$ cat src/rtl/mem_arbiter.sv
// mem_arbiter: shares one word-addressed memory between the fetch and load/store ports.
// Define MEM_ARB_RR_EN for round-robin on contention; otherwise the data port always wins.
module mem_arbiter #(
    parameter int unsigned MEM_LAT = 1
) (
    input  logic        clk,
    input  logic        rst_n,

    input  logic        i_req,
    input  logic [31:0] i_addr,
    output logic        i_gnt,
    output logic        i_rvalid,
    output logic [31:0] i_rdata,

    input  logic        d_req,
    input  logic        d_we,
    input  logic [31:0] d_addr,
    input  logic [31:0] d_wdata,
    input  logic [3:0]  d_be,
    output logic        d_gnt,
    output logic        d_rvalid,
    output logic [31:0] d_rdata,

    output logic        m_en,
    output logic        m_we,
    output logic [31:0] m_addr,
    output logic [31:0] m_wdata,
    output logic [3:0]  m_be,
    input  logic [31:0] m_rdata
);

    typedef enum logic [0:0] {StIdle, StBusy} state_t;

    localparam logic [2:0] LatCnt = 3'(MEM_LAT);

    state_t     state;
    logic [2:0] cnt;
    logic       owner;
    logic       owner_we;
    logic       last;

    logic       resp;
    logic       free;
    logic       grant;
    logic       win;

    // The response cycle frees the arbiter so accesses can be issued back to back.
    assign resp  = (state == StBusy) && (cnt == 3'd1);
    assign free  = (state == StIdle) || resp;
    assign grant = free && (i_req || d_req);

    // win: 0 = fetch, 1 = data
    always_comb begin
        win = d_req;
        if (i_req && d_req) begin
`ifdef MEM_ARB_RR_EN
            win = ~last;
`else
            win = 1'b1;
`endif
        end
    end

`ifndef MEM_ARB_RR_EN
    logic unused_last;
    assign unused_last = last;
`endif

    logic unused_addr_lsbs;
    assign unused_addr_lsbs = ^{i_addr[1:0], d_addr[1:0]};

    always_ff @(posedge clk or negedge rst_n) begin
        if (!rst_n) begin
            state    <= StIdle;
            cnt      <= 3'd0;
            owner    <= 1'b0;
            owner_we <= 1'b0;
            last     <= 1'b0;
        end else if (grant) begin
            state    <= StBusy;
            cnt      <= LatCnt;
            owner    <= win;
            owner_we <= win & d_we;
            last     <= win;
        end else if (state == StBusy) begin
            if (cnt == 3'd1) begin
                state <= StIdle;
                cnt   <= 3'd0;
            end else begin
                cnt <= cnt - 3'd1;
            end
        end
    end

    always_comb begin
        i_gnt   = grant & ~win;
        d_gnt   = grant & win;
        m_en    = grant;
        m_we    = 1'b0;
        m_addr  = 32'h0;
        m_wdata = 32'h0;
        m_be    = 4'h0;
        if (grant && win) begin
            m_we    = d_we;
            m_addr  = {d_addr[31:2], 2'b00};
            m_wdata = d_wdata;
            m_be    = d_we ? d_be : 4'h0;
        end else if (grant) begin
            m_addr  = {i_addr[31:2], 2'b00};
        end
    end

    always_comb begin
        i_rvalid = resp & ~owner;
        d_rvalid = resp & owner;
        i_rdata  = i_rvalid ? m_rdata : 32'h0;
        d_rdata  = (d_rvalid && !owner_we) ? m_rdata : 32'h0;
    end

endmodule

$ cat config.mk
export PLATFORM = sky130hd
export DESIGN_NAME = mem_arbiter
export DESIGN_NICKNAME = d
export VERILOG_FILES = /design/src/rtl/mem_arbiter.sv
export SDC_FILE = /design/constraint.sdc
export NUM_CORES = 1
export LEC_CHECK = 0
export CORE_AREA = 2 2 107 109
export DETAILED_ROUTE_END_ITERATION = 10
export DIE_AREA = 0 0 109 111
export GPL_TIMING_DRIVEN = 1
export PLACE_DENSITY_LB_ADDON = 0.15
export SLEW_MARGIN = 20
export SYNTH_ARGS = -nofsm -noshare
export SYNTH_HDL_FRONTEND = slang
export SYNTH_SLANG_ARGS = --single-unit
$ cat constraint.sdc
create_clock -name clk -period 2.2 [get_ports clk]
set_clock_uncertainty 0.2 [all_clocks]
set_input_delay 0.66 -clock clk [delete_from_list [all_inputs] [get_ports clk]]
set_output_delay 0.66 -clock clk [all_outputs]
set_load 0.005 [all_outputs]
Word level (Yosys, flattened, before mapping)
Index checks and enable logic that the tools add are counted.
{ "classes": {"n_addsub": 1, "eq_ne": 1, "muxes": 15, "n_bitwise": 8, "n_reduce_logical": 9} }
{ "op_table": {"columns": ["operator", "n"], "rows": [
  ["32-bit two-way mux", 5],
  ["3-bit two-way mux", 3],
  ["4-bit two-way mux", 2],
  ["1-bit bitwise AND", 5],
  ["1-bit logical AND", 5],
  ["1-bit two-way mux", 5],
  ["3-bit by 1-bit == test with 1-bit output, second input constant", 1],
  ["1-bit inverter", 3],
  ["3-bit by 1-bit subtractor with 3-bit output, second input constant", 1],
  ["1-bit logical OR", 2],
  ["2-bit nonzero test", 1],
  ["1-bit logical NOT", 1]
]} }
{ "word_totals": {"register_bits": 6, "input_bits": 137, "output_inout_bits": 138, "elab_cells": 38} }

Longest topological paths before layout
{ "logic_depth": {"word_depth": 6, "depth_mapped": 6, "mapped_depth_nobuf": 5} }

Worst setup path before layout
No wires, ideal clock.
{ "synth_timing": {"path_kind": "reg-to-output", "start": "register cnt[1]", "end": "output port m_wdata[23]", "t_arrival_ps": 1354, "required_ps": 1340, "path_slack_ps": -14, "path_stages_with_launch": 7, "n_path_buf": 1, "path_cell_list": "dfrtp_1 inv_1 ha_1 nand2b_4 a21boi_2 clkbuf_1 and2_1"} }
{ "synth_between": {"elab_chain_len": 6} }
{ "synth_lines": {"columns": ["element", "line", "source"], "rows": [
  ["start, declared", "37", "logic [2:0] cnt;"],
  ["start signal, assigned", "81", "cnt <= LatCnt;"],
  ["start signal, assigned", "90", "cnt <= cnt - 3'd1;"],
  ["3-bit by 1-bit == test with 1-bit output", "48", "assign resp = (state == StBusy) && (cnt == 3'd1);"],
  ["1-bit logical AND", "48", null],
  ["1-bit logical OR", "49", "assign free = (state == StIdle) || resp;"],
  ["1-bit logical AND", "50", "assign grant = free && (i_req || d_req);"],
  ["1-bit logical AND", "103", "if (grant && win) begin"],
  ["32-bit two-way mux", "103", null],
  ["end, declared", "27", "output logic [31:0] m_wdata,"]
]} }
No other way between the ends.

Final worst setup path
{ "layout_timing": {"start": "register cnt[0]", "end": "output port m_addr[28]"} }
{ "layout_between": {"elab_chain_len": 6} }
{ "layout_lines": {"columns": ["element", "line", "source"], "rows": [
  ["3-bit by 1-bit == test with 1-bit output *", "48", null],
  ["1-bit logical AND *", "48", null],
  ["1-bit logical OR *", "49", null],
  ["1-bit logical AND *", "50", null],
  ["32-bit two-way mux or 1-bit logical AND (tied branches)", "108, 103", null],
  ["32-bit two-way mux *", "103", null],
  ["end, declared", "26", "output logic [31:0] m_addr,"]
]} }
Every way passes the cells marked *; elsewhere a longest branch is shown, timed or not.

==> impl_metrics.ini <==
[outcome]
status = complete, but fails checks
failed_checks = negative setup slack

[clocking]
cts_inserted_buffers = 3
clkTransAtPathRegs_ns = 0.03
cts_num_sinks = 6
clock_latency_ns = 0.23
cts_tree = done
cts-root-buf = clkbuf_16
cts_buffer_depth = 2
htreeDepth = 1

[routing]
drc = 0
drtIter0Drc = 119
avgViaCountPerCell = 4.05
routedWlPerCell_microns = 15.8
drtPass1Iterations = 4
vias = 2696
wirelength_microns = 10500
postRouteAntennaNets = 0

[layout]
area_growth_pct = 298
n_antenna_cell = 0
drive_gt1_frac = 0.546
final_util = 0.484
fill_cells = 1082
num-nets-final = 663
finish.instance_area_sq_um = 5360

[global_route]
gr-usage-all-layers = 0.153
grt_pass1_wl_microns = 14400
grt.overflow.total = 0
grt_pass1_vias = 2708
antenna_found_initial = 0
grt_max_degree = 34

[logic_synthesis]
syn_area_per_cell_sq_um = 7.27
synth-edff-count = 0
yosys_most_used_dff = dfrtp_1
yosys_warnings = 0
syn_inst = 185
synth.cell_area_sq_um = 1350
yosysSeqAreaShare = 0.112
ys_seq_elements = 6
async_reset_ff_frac = 1.00
synth_cell_types = 28

[floorplanning]
core-area_sq_um = 11100
num_rows = 39
die_x_microns = 109
fp.dieH_microns = 111
dieArea_sq_um = 12100
start_util = 0.121
ios = 275

[timing]
drv_slew = 0
post-route-min-period_ns = 2.82
setup_ws_ns = -0.621
hold_viol = 0
rsz0062_at_grt = true
finalSetupViolCount = 136
post-route-period-util = 1.28
fmax_ghz = 0.355

[place]
place_area_sq_um = 4320
gp_congestion = 0.795
dpl.hpwl_microns = 6980
port_buffers = 268

[critical_path]
r2r-end = owner_we
cp-endpoint = m_addr[28]
required_ns = 1.34
worstPathArrival_ns = 1.96
ff2ff_path_depth = 10
worstSetupStartpoint = cnt[0]
cp-start-kind = register
r2r-start = cnt[0]
worst-path-max-fanout = 5
criticalPathCategory = register to output pin
ff2ff_setup_slack_ns = 0.16
end_kind = output pin

[pwr]
power_density_nw_per_um2 = 752
leakagePower_nw = 2.52
finalPower_mw = 4.03
peakVddDrop_v = 0.000393

[flow_run]
cap_violations = 0

[worst_hold_path]
hold_path.startpoint = state
hp-class = register to register
## cell families (layout without fill, tap and decap cells)
logic type,after synthesis,count (layout),share of synthesized area
other cells,1,2,0.00279
simple gates,114,114,0.545
fa+ha+maj,2,2,0.0186
compound gates,40,40,0.246
flops,6,6,0.112
buf+inv,22,358,0.0763
## cells in the final DEF, fill, tap and decap left out, types with 3 or more instances in the layout
cell,count
clkdlybuf4s50_1,130
buf_6,86
and2_4,49
and2_1,48
buf_2,46
a22o_1,31
clkdlybuf4s15_2,26
buf_4,22
buf_12,12
buf_8,8
clkbuf_2,8
buf_16,7
dfrtp_1,6
clkbuf_16,5
and3_4,4
clkdlybuf4s15_1,4
nand2_1,3
## flip-flops by register name, indices dropped and copies added, names as in the netlist
signal,cells
cnt,3
owner,1
owner_we,1
state,1
## how the worst min path moves through the flow
stage                     endpoint  slack, ns  depth (start not counted)
final                       cnt[2]       0.35                          1
after floorplan             cnt[0]       0.16                          0
after detailed placement    cnt[1]       0.32                          2
after global placement      cnt[1]       0.30                          2
after CTS                   cnt[2]       0.35                          1
after global routing        cnt[2]       0.38                          1
## stage by stage
stage	std cells	setup WS [ns]	TNS (ns)	hold slack, ns
2_1_floorplan	186	0.00141	0	0.164
3_3_place_gp	596	-1.03	-99.97	0.301
3_5_place_dp	596	-1.00	-99.39	0.320
4_1_cts	651	-0.648	-67.50	0.347
5_1_grt	665	-0.681	-74.35	0.380
6_report	665	-0.621	-63.60	0.350
## synth_stat cells, drive strengths merged, types with 2 or more instances
cell | n | area (sq um)
and2 | 97 | 607
a22o | 31 | 272
buf | 9 | 50.0
clkbuf | 9 | 37.5
dfrtp | 6 | 150
and3 | 5 | 31.3
inv | 4 | 15.0
nand2 | 3 | 11.3
nand2b | 3 | 26.3
a21oi | 2 | 10.0
ha | 2 | 25.0
o21ai | 2 | 10.0
## power breakdown
| part | switching, mW | internal, mW | total, mW |
|---|---|---|---|
| combinational | 1.18 | 2.35 | 3.53 |
| sequential | 0.0487 | 0.162 | 0.210 |
| clock | 0.0590 | 0.233 | 0.292 |
## critical path, stage by stage, from the launching register on
cell and delay, ns:
dfrtp_1 0.41, ha_4 0.19, nand2b_4 0.12, a21boi_4 0.08, buf_8 0.14, buf_6 0.12
buf_8 0.13, buf_16 0.13, buf_6 0.10, a22o_1 0.19, buf_2 0.12
## repair_timing
action	4_1_cts	5_1_grt
gates resized for setup	460	187
setup endpoints to repair	136	136
gates cloned	11	3
pin swaps	39	46
hold buffers	0	0
buffers inserted	42	23
endpoints found under the hold margin	0	0
## layer usage
metal  GRT usage  vias up  routed length [microns]
met3      0.0359        6                     1100
met2       0.316      172                     5900
met5           0        -                        0
met4      0.0197        0                       63
met1       0.152     1222                     3430
li1            -     1296                        -
## area by class of cell
cell class              instances  area (sq um)  area share
repair buffers                351          3640       0.680
multi-input cells             158          1300       0.242
well taps                     143           179      0.0334
flip-flops and latches          6           150      0.0280
clock buffers                   3          75.1      0.0140
inverters                       4          15.0     0.00280
No activity file was read; power rests on OpenSTA's default activity.
